### src/rtl/ramp_adc_pkg.sv
// Shared types and constants for the ramp-compare ADC controller.
// Holds the FSM state encoding, the default result width and a helper
// that gives the number of clk cycles each duty step is held.
package ramp_adc_pkg;

  localparam int DEFAULT_DATA_W = 8;

  typedef enum logic [1:0] {
    IDLE = 2'd0,
    RAMP = 2'd1,
    DONE = 2'd2
  } adc_state_t;

  // Cycles per duty step: SETTLE_PERIODS full PWM periods of 2**DATA_W clocks.
  function automatic int step_len(input int data_w, input int settle_periods);
    return settle_periods * (2 ** data_w);
  endfunction

endpackage

### src/rtl/edge_detector.sv
// Single-bit edge detector with a synchronous active-high reset.
// FALLING=1 flags 1->0 transitions, FALLING=0 flags 0->1 transitions.
// The pulse is combinational from the delayed copy and the live input,
// so it is high during the cycle right after din changes.
module edge_detector #(
  parameter bit FALLING = 1'b1
) (
  input  logic clk,
  input  logic reset,
  input  logic din,
  output logic pulse
);

  logic din_d_reg;

  // Delay line; resets to the idle level so no edge is reported out of reset.
  always_ff @(posedge clk) begin
    if (reset) begin
      din_d_reg <= FALLING;
    end else begin
      din_d_reg <= din;
    end
  end

  assign pulse = FALLING ? (din_d_reg & ~din) : (~din_d_reg & din);

endmodule

### src/rtl/ramp_adc_controller.sv
// Ramp-compare ADC sequencer. Steps a PWM duty from 0 to full scale, samples
// the synchronized comparator only at the end of each settled step, and
// captures the duty code at which the comparator falls. The result is
// offered on a valid/ready interface.
// Optional macro RAMP_ADC_CONT_MODE_EN: after each accepted result a new
// conversion starts immediately, without waiting for another start pulse.
module ramp_adc_controller
  import ramp_adc_pkg::*;
#(
  parameter int DATA_W         = DEFAULT_DATA_W,
  parameter int SETTLE_PERIODS = 4,
  parameter int SYNC_STAGES    = 2
) (
  input  logic              clk,
  input  logic              reset_n,
  input  logic              start,
  input  logic              cmp_in,
  output logic              pwm_out,
  output logic              busy,
  output logic [DATA_W-1:0] data_out,
  output logic              over_range,
  output logic              data_valid,
  input  logic              data_ready
);

  localparam int                PW          = (SETTLE_PERIODS > 1) ? $clog2(SETTLE_PERIODS) : 1;
  localparam logic [DATA_W-1:0] FULL        = {DATA_W{1'b1}};
  localparam logic [PW-1:0]     LAST_PERIOD = PW'(SETTLE_PERIODS - 1);

  adc_state_t         state_reg;
  logic [SYNC_STAGES-1:0] sync_reg;
  logic [DATA_W-1:0]  pwm_cnt_reg;
  logic [PW-1:0]      period_cnt_reg;
  logic [DATA_W-1:0]  duty_reg;
  logic [DATA_W-1:0]  step_duty_reg;
  logic               last_step_reg;
  logic               cmp_q_reg;
  logic               cmp_sync;
  logic               trip;
  logic               step_end;

  // Comparator synchronizer; idles high (ramp below input).
  always_ff @(posedge clk) begin
    if (!reset_n) begin
      sync_reg <= {SYNC_STAGES{1'b1}};
    end else begin
      sync_reg <= {sync_reg[SYNC_STAGES-2:0], cmp_in};
    end
  end

  assign cmp_sync = sync_reg[SYNC_STAGES-1];
  assign step_end = (state_reg == RAMP) && (pwm_cnt_reg == FULL) &&
                    (period_cnt_reg == LAST_PERIOD);

  // Trip pulse: the sampled comparator fell at the last step end.
  edge_detector #(
    .FALLING(1'b1)
  ) u_trip_edge (
    .clk  (clk),
    .reset(~reset_n),
    .din  (cmp_q_reg),
    .pulse(trip)
  );

  // Conversion FSM with counters, duty stepping and registered outputs.
  always_ff @(posedge clk) begin
    if (!reset_n) begin
      state_reg      <= IDLE;
      pwm_cnt_reg    <= '0;
      period_cnt_reg <= '0;
      duty_reg       <= '0;
      step_duty_reg  <= '0;
      last_step_reg  <= 1'b0;
      cmp_q_reg      <= 1'b1;
      pwm_out        <= 1'b0;
      busy           <= 1'b0;
      data_out       <= '0;
      over_range     <= 1'b0;
      data_valid     <= 1'b0;
    end else begin
      case (state_reg)
        IDLE: begin
          pwm_out <= 1'b0;
          if (start) begin
            duty_reg       <= '0;
            pwm_cnt_reg    <= '0;
            period_cnt_reg <= '0;
            last_step_reg  <= 1'b0;
            cmp_q_reg      <= 1'b1;
            busy           <= 1'b1;
            state_reg      <= RAMP;
          end
        end
        RAMP: begin
          pwm_cnt_reg <= pwm_cnt_reg + 1'b1;
          pwm_out     <= (pwm_cnt_reg < duty_reg);
          if (pwm_cnt_reg == FULL) begin
            period_cnt_reg <= period_cnt_reg + 1'b1;
          end
          if (trip) begin
            // Report the duty that was held while the comparator was sampled.
            data_out   <= step_duty_reg;
            over_range <= 1'b0;
            data_valid <= 1'b1;
            pwm_out    <= 1'b0;
            state_reg  <= DONE;
          end else if (last_step_reg) begin
            // Full-scale step sampled without a trip: input above range.
            data_out   <= FULL;
            over_range <= 1'b1;
            data_valid <= 1'b1;
            pwm_out    <= 1'b0;
            state_reg  <= DONE;
          end else if (step_end) begin
            cmp_q_reg      <= cmp_sync;
            step_duty_reg  <= duty_reg;
            period_cnt_reg <= '0;
            if (duty_reg == FULL) begin
              last_step_reg <= 1'b1;
            end else begin
              duty_reg <= duty_reg + 1'b1;
            end
          end
        end
        DONE: begin
          pwm_out <= 1'b0;
          if (data_ready) begin
            data_valid <= 1'b0;
`ifdef RAMP_ADC_CONT_MODE_EN
            duty_reg       <= '0;
            pwm_cnt_reg    <= '0;
            period_cnt_reg <= '0;
            last_step_reg  <= 1'b0;
            cmp_q_reg      <= 1'b1;
            state_reg      <= RAMP;
`else
            busy      <= 1'b0;
            state_reg <= IDLE;
`endif
          end
        end
        default: begin
          state_reg <= IDLE;
        end
      endcase
    end
  end

endmodule

### config.mk
export PLATFORM = sky130hd
export DESIGN_NAME = ramp_adc_controller
export DESIGN_NICKNAME = d
export VERILOG_FILES = /design/src/rtl/ramp_adc_pkg.sv /design/src/rtl/edge_detector.sv /design/src/rtl/ramp_adc_controller.sv
export SDC_FILE = /design/constraint.sdc
export NUM_CORES = 1
export LEC_CHECK = 0
export BUFFER_PORTS_ARGS = -buffer_cell sky130_fd_sc_hd__buf_2
export CORE_MARGIN = 1
export CORE_UTILIZATION = 45
export CTS_CLUSTER_SIZE = 12
export DETAILED_ROUTE_END_ITERATION = 10
export GPL_TIMING_DRIVEN = 0
export MAX_ROUTING_LAYER = met4
export PLACE_DENSITY_LB_ADDON = 0.12
export SLEW_MARGIN = 20
export SYNTH_ARGS = -nofsm -noshare
export SYNTH_HDL_FRONTEND = slang
export SYNTH_SLANG_ARGS = --single-unit
### constraint.sdc
create_clock -name clk -period 2.2 [get_ports clk]
set_input_delay 0.22 -clock clk [delete_from_list [all_inputs] [get_ports clk]]
set_output_delay 0.22 -clock clk [all_outputs]
set_load 0.005 [all_outputs]
=== Yosys cells after proc, flatten, opt, wreduce, memory -nomap -nowiden ===
Cells that the tools add are included.

* ROM bits: 0
* RAM bits: 0
* Register bits after elaboration: 45
* Output and inout bits: 12
* Logic and storage cells: 92
* Latch bits: 0
* Memories: 0

* Equal/unequal tests: 12
* Div/mod/pow operators: 0
* Muxes and demuxes: 40
* Magnitude comparators: 1
* Bitwise operators: 4
* Shifts and indexed selects: 0
* Reduce and logical (&&, ||, !) cells: 18
* Add/subtract/negate cells: 3
* Multipliers: 0

{| class="wikitable"
|+ Operators with widths
! cell !! number
|-
| $mux W8 || 7
|-
| $pmux W8 S2 || 2
|-
| $mux W2 || 9
|-
| $add A8 B1 Y8 const B || 2
|-
| $eq A8 B8 Y1 const B || 2
|-
| $mux W1 || 15
|-
| $ne A2 B2 Y1 const B || 6
|-
| $reduce_and A3 Y1 || 4
|-
| $pmux W1 S2 || 5
|-
| $reduce_bool A2 Y1 || 5
|-
| $lt A8 B8 Y1 || 1
|-
| $pmux W2 S3 || 1
|-
| $reduce_and A6 Y1 || 1
|-
| $reduce_and A5 Y1 || 1
|-
| $eq A2 B2 Y1 const B || 2
|-
| $pmux W2 S2 || 1
|-
| $reduce_and A2 Y1 || 2
|-
| $reduce_and A4 Y1 || 1
|-
| $ne A3 B3 Y1 const B || 1
|-
| $not A1 Y1 || 3
|-
| $add A2 B1 Y2 const B || 1
|-
| $eq A2 B1 Y1 const B || 1
|-
| $logic_and A1 B1 Y1 || 2
|-
| $logic_not A2 Y1 || 1
|-
| other kinds (2) || 2
|}

=== Longest topological paths before layout ===
* Depth in word-level cells: 7
* Depth in mapped cells: 6
* Mapped depth without buffers: 6

=== Cells and area by module ===
Synthesis repeated with hierarchy kept, for this count alone.

* Cells, all modules: 239
* Area total of the unflattened synthesis: 2045.7 µm²

{| class="wikitable"
|+ By module, submodules not included
! module !! cells each !! instances !! sequential area each (µm²) !! area an instance (µm²)
|-
| ramp_adc_controller || 236 || 1 || 880.8 || 2010.7
|-
| edge_detector || 3 || 1 || 20.0 || 35.0
|}

=== Worst setup path before layout ===
No wires, ideal clock.

* Path kind: reg2reg
* Start: reg pwm_cnt_reg[0]
* End: reg duty_reg[0]
* Data required time: 2.070 ns
* Path slack: 0.452 ns
* Cell stages (with the launch flop): 7
* Buffers on the path: 1
* Data arrival time: 1.618 ns
* Cell sequence: dfxtp_1 -> ha_1 -> nand3_1 -> or3_1 -> buf_1 -> o311ai_1 -> o31ai_1

* Word-level cells in the longest chain between the ends: 5

{| class="wikitable"
|+ RTL lines
! what !! RTL line !! RTL
|-
| start: declaration || ramp_adc_controller.sv:32 || <nowiki>logic [DATA_W-1:0] pwm_cnt_reg;</nowiki>
|-
| start signal: assignment || ramp_adc_controller.sv:95 || <nowiki>pwm_cnt_reg <= pwm_cnt_reg + 1'b1;</nowiki>
|-
| $eq A8 B8 Y1 || ramp_adc_controller.sv:52 || <nowiki>assign step_end = (state_reg == RAMP) && (pwm_cnt_reg == FULL) &&</nowiki>
|-
| $logic_and A1 B1 Y1 (2 in series) || ramp_adc_controller.sv:52 ||
|-
| $ne A2 B2 Y1 (no line) || n/a ||
|-
| $reduce_and A6 Y1 (no line) || n/a ||
|-
| end signal: assignment || ramp_adc_controller.sv:121 || <nowiki>duty_reg <= duty_reg + 1'b1;</nowiki>
|-
| end: declaration || ramp_adc_controller.sv:34 || <nowiki>logic [DATA_W-1:0] duty_reg;</nowiki>
|}

No other way between the ends.
A chain may end at the register's enable or synchronous reset.

=== Worst setup path in the final report ===
* Start: reg pwm_cnt_reg[1]
* End: reg duty_reg[0]

The elaborated chain is that of the path after synthesis.

==> impl_metrics.csv <==
group,metric,value,unit
outcome,status,"finished clean",
worst_hold_path,hp-class,"in2reg",
power,ir_drop,0.374,mV
floorplanning,io_pins,17,
yosys,async_reset_ff_share,0,%
power,pwr_density_cell,657,mW/mm^2
drt,via_per_inst,5.68,
worst_setup_path,crit_required,2380,ps
sta,finalHoldViolations,0,
worst_setup_path,start_kind,"register",
worst_setup_path,end_kind,"register",
yosys,ys.flop_type,"dfxtp_1",
drt,drt_iter0_drc,98,
grt,grt_pass1_wl,7910,um
yosys,synth-seq-area-share,42.7,%
cts,clkTransAtPathRegs,80,ps
worst_setup_path,arrival,2260,ps
yosys,syn_nets,253,
sta,slew_headroom,45.1,%
grt,first_global_vias,1771,
drt,wl,4560,um
layout,final_cell_mix,"dfxtp_1, nor2_1, nand3_1, nand2_1, buf_2",
drt,drtPass1Iterations,5,
floorplanning,start_util,47.8,%
layout,drive_above_1_share,17.6,%
floorplanning,rows,24,
layout,area_growth_syn_to_layout,12.8,%
yosys,synth_seq_cells,45,
placed_design,io_buffer_count,16,
worst_setup_path,timing.setup.critical_path_class,"reg2reg",
cts,cts-htree-levels,2,
worst_setup_path,worstPathMaxFanout,10,
drt,vias,1783,
drt,drc,0,
layout,nets,276,
sta,setup_viol,0,
yosys,synth_cell_types,46,
floorplanning,die_h,70.4,um
cts,cts_root_buffer,"clkbuf_8",
grt,grt-ovfl-total,0,
worst_setup_path,reg2reg_from,"pwm_cnt_reg[1]$_SDFFE_PN0P_",
grt,antenna_found_initial,0,
drt,wl_per_cell,14.5,um
yosys,synth-edff-count,0,
yosys,yosys_warnings,0,
placed_design,gp_congestion,0.850,
worst_hold_path,hp-start,"cmp_in",
sta,fin_crit_sh,94.5,%
cts,cts_tree,"yes",
floorplanning,die_area,0.00496,mm^2
layout,diodes,0,
sta,rsz0062_at_grt,"no",
sta,fin_tns_setup,0,ps
grt,track_usage,21.0,%
placed_design,dpl.hpwl,3310,um
floorplanning,fp.dieW,70.4,um
cts,cts_buffers,5,
worst_setup_path,startpoint,"pwm_cnt_reg[1]$_SDFFE_PN0P_",
yosys,synth_cells,238,
flow_run,maxCapViolations,0,
sta,tightest_slew,819,ps
power,cellLeakagePower,0.929,nW
drt,drtAntennaViolNets,0,
cts,clkSinkCount,45,
layout,fillers,414,
grt,grt_max_degree,15,
yosys,avgSynthCellArea,8.86,um^2
yosys,syn-cell-area,0.00211,mm^2
layout,fin_cells,314,
cts,worstSkewPairLatency,300,ps
sta,slew_violations,0,
sta,min_period,2080,ps
placed_design,dp.cells,306,
worst_setup_path,r2r_slack,120,ps
cts,clockBufferDepth,2,
sta,fmax,481,MHz
sta,fin_skew,2.74,ps
floorplanning,core_area,0.00441,mm^2
layout,layout_commonest_cell,"dfxtp_1",
[power by group]
| part | internal, mW | switching, mW |
|---|---|---|
| clock network | 0.369 | 0.289 |
| registers | 0.822 | 0.00732 |
| logic | 0.0278 | 0.0467 |
| total | 1.22 | 0.343 |
[final timing paths]
| kind | end | depth (start not counted) |
|---|---|---|
| max | duty_reg[0]$_SDFFE_PN0P_ | 6 |
| min | sync_reg[0]$_SDFF_PN1_ | 2 |
| max reg2reg | duty_reg[0]$_SDFFE_PN0P_ | 6 |
| min reg2reg | sync_reg[1]$_SDFF_PN1_ | 1 |
[routing by layer]
metal	wire [um]	track usage, %	share of wire [%]
met1	2280	26.4	50
met2	2020	32.3	44
met3	177	5.19	3.9
met4	78	8.44	1.7
met5	0	-	0
[cell usage after synthesis (all sizes together) (3+ instances only)]
cell type | count | share of area (%)
ha | 10 | 5.9
nor2b | 3 | 0.89
inv | 11 | 2.0
nand4 | 6 | 2.1
nor2 | 19 | 3.4
clkbuf | 8 | 1.4
o21ai | 11 | 2.6
and3 | 4 | 1.2
o221a | 8 | 4.3
buf | 3 | 0.89
mux2i | 4 | 1.9
nand2 | 18 | 3.2
nand3 | 18 | 4.3
nand4b | 3 | 1.2
nor3 | 6 | 1.4
a31oi | 3 | 0.89
nand2b | 7 | 2.1
xor2 | 4 | 1.7
a211oi | 3 | 1.1
dfxtp | 45 | 43
a21oi | 15 | 3.6
[area by class of cell]
| type | count | area, um^2 | area share, % |
|---|---|---|---|
| Clock inverter | 2 | 37.5 | 1.58 |
| Buffer | 11 | 50.0 | 2.10 |
| Multi-Input combinational cell | 171 | 1120 | 47.1 |
| Tap cell | 52 | 65.1 | 2.74 |
| Timing Repair Buffer | 16 | 80.1 | 3.37 |
| Sequential cell | 45 | 902 | 37.9 |
| Inverter | 11 | 41.3 | 1.74 |
| Clock buffer | 6 | 82.6 | 3.47 |
[metrics by stage]
stage          cell area, um^2  setup slack (ps)  total power, mW  hold WS [ps]  utilization [%]
2_1_floorplan             2110               452            0.899           321                -
3_3_place_gp              2250               108            0.922           395             51.0
3_5_place_dp              2250               112            0.923           392             51.0
4_1_cts                   2370              79.7             1.58          87.2             53.8
5_1_grt                   2380              6.59             1.62          83.7             53.9
6_report                  2380               121             1.56          89.2             53.9
[worst max-delay path: stages, from the launching register on]
cell and delay (ps):
dfxtp_1 450, ha_2 280, nand3_1 140, or3_1 400, buf_1 230, o311ai_1 320, o31ai_1 120
[cells by family (layout without fill, tap and decap cells)]
logic type	after synthesis	after routing	synth area share, %
DFF	45	45	42.7
buffers and inverters	22	46	4.27
xor gates and xnor gates	4	4	1.66
adders and majority gates	10	10	5.93
and+or+nand+nor	93	93	23.1
AOI/OAI and AO/OA	58	58	19.3
muxes	6	6	2.97
[what timing repair did]
action | CTS | global route
endpoints found under the setup margin | 0 | 8
hold buffers | 0 | 0
resized for setup | 0 | 4
setup buffers | 0 | 0
Note: power is estimated with default switching activity, not from simulation.
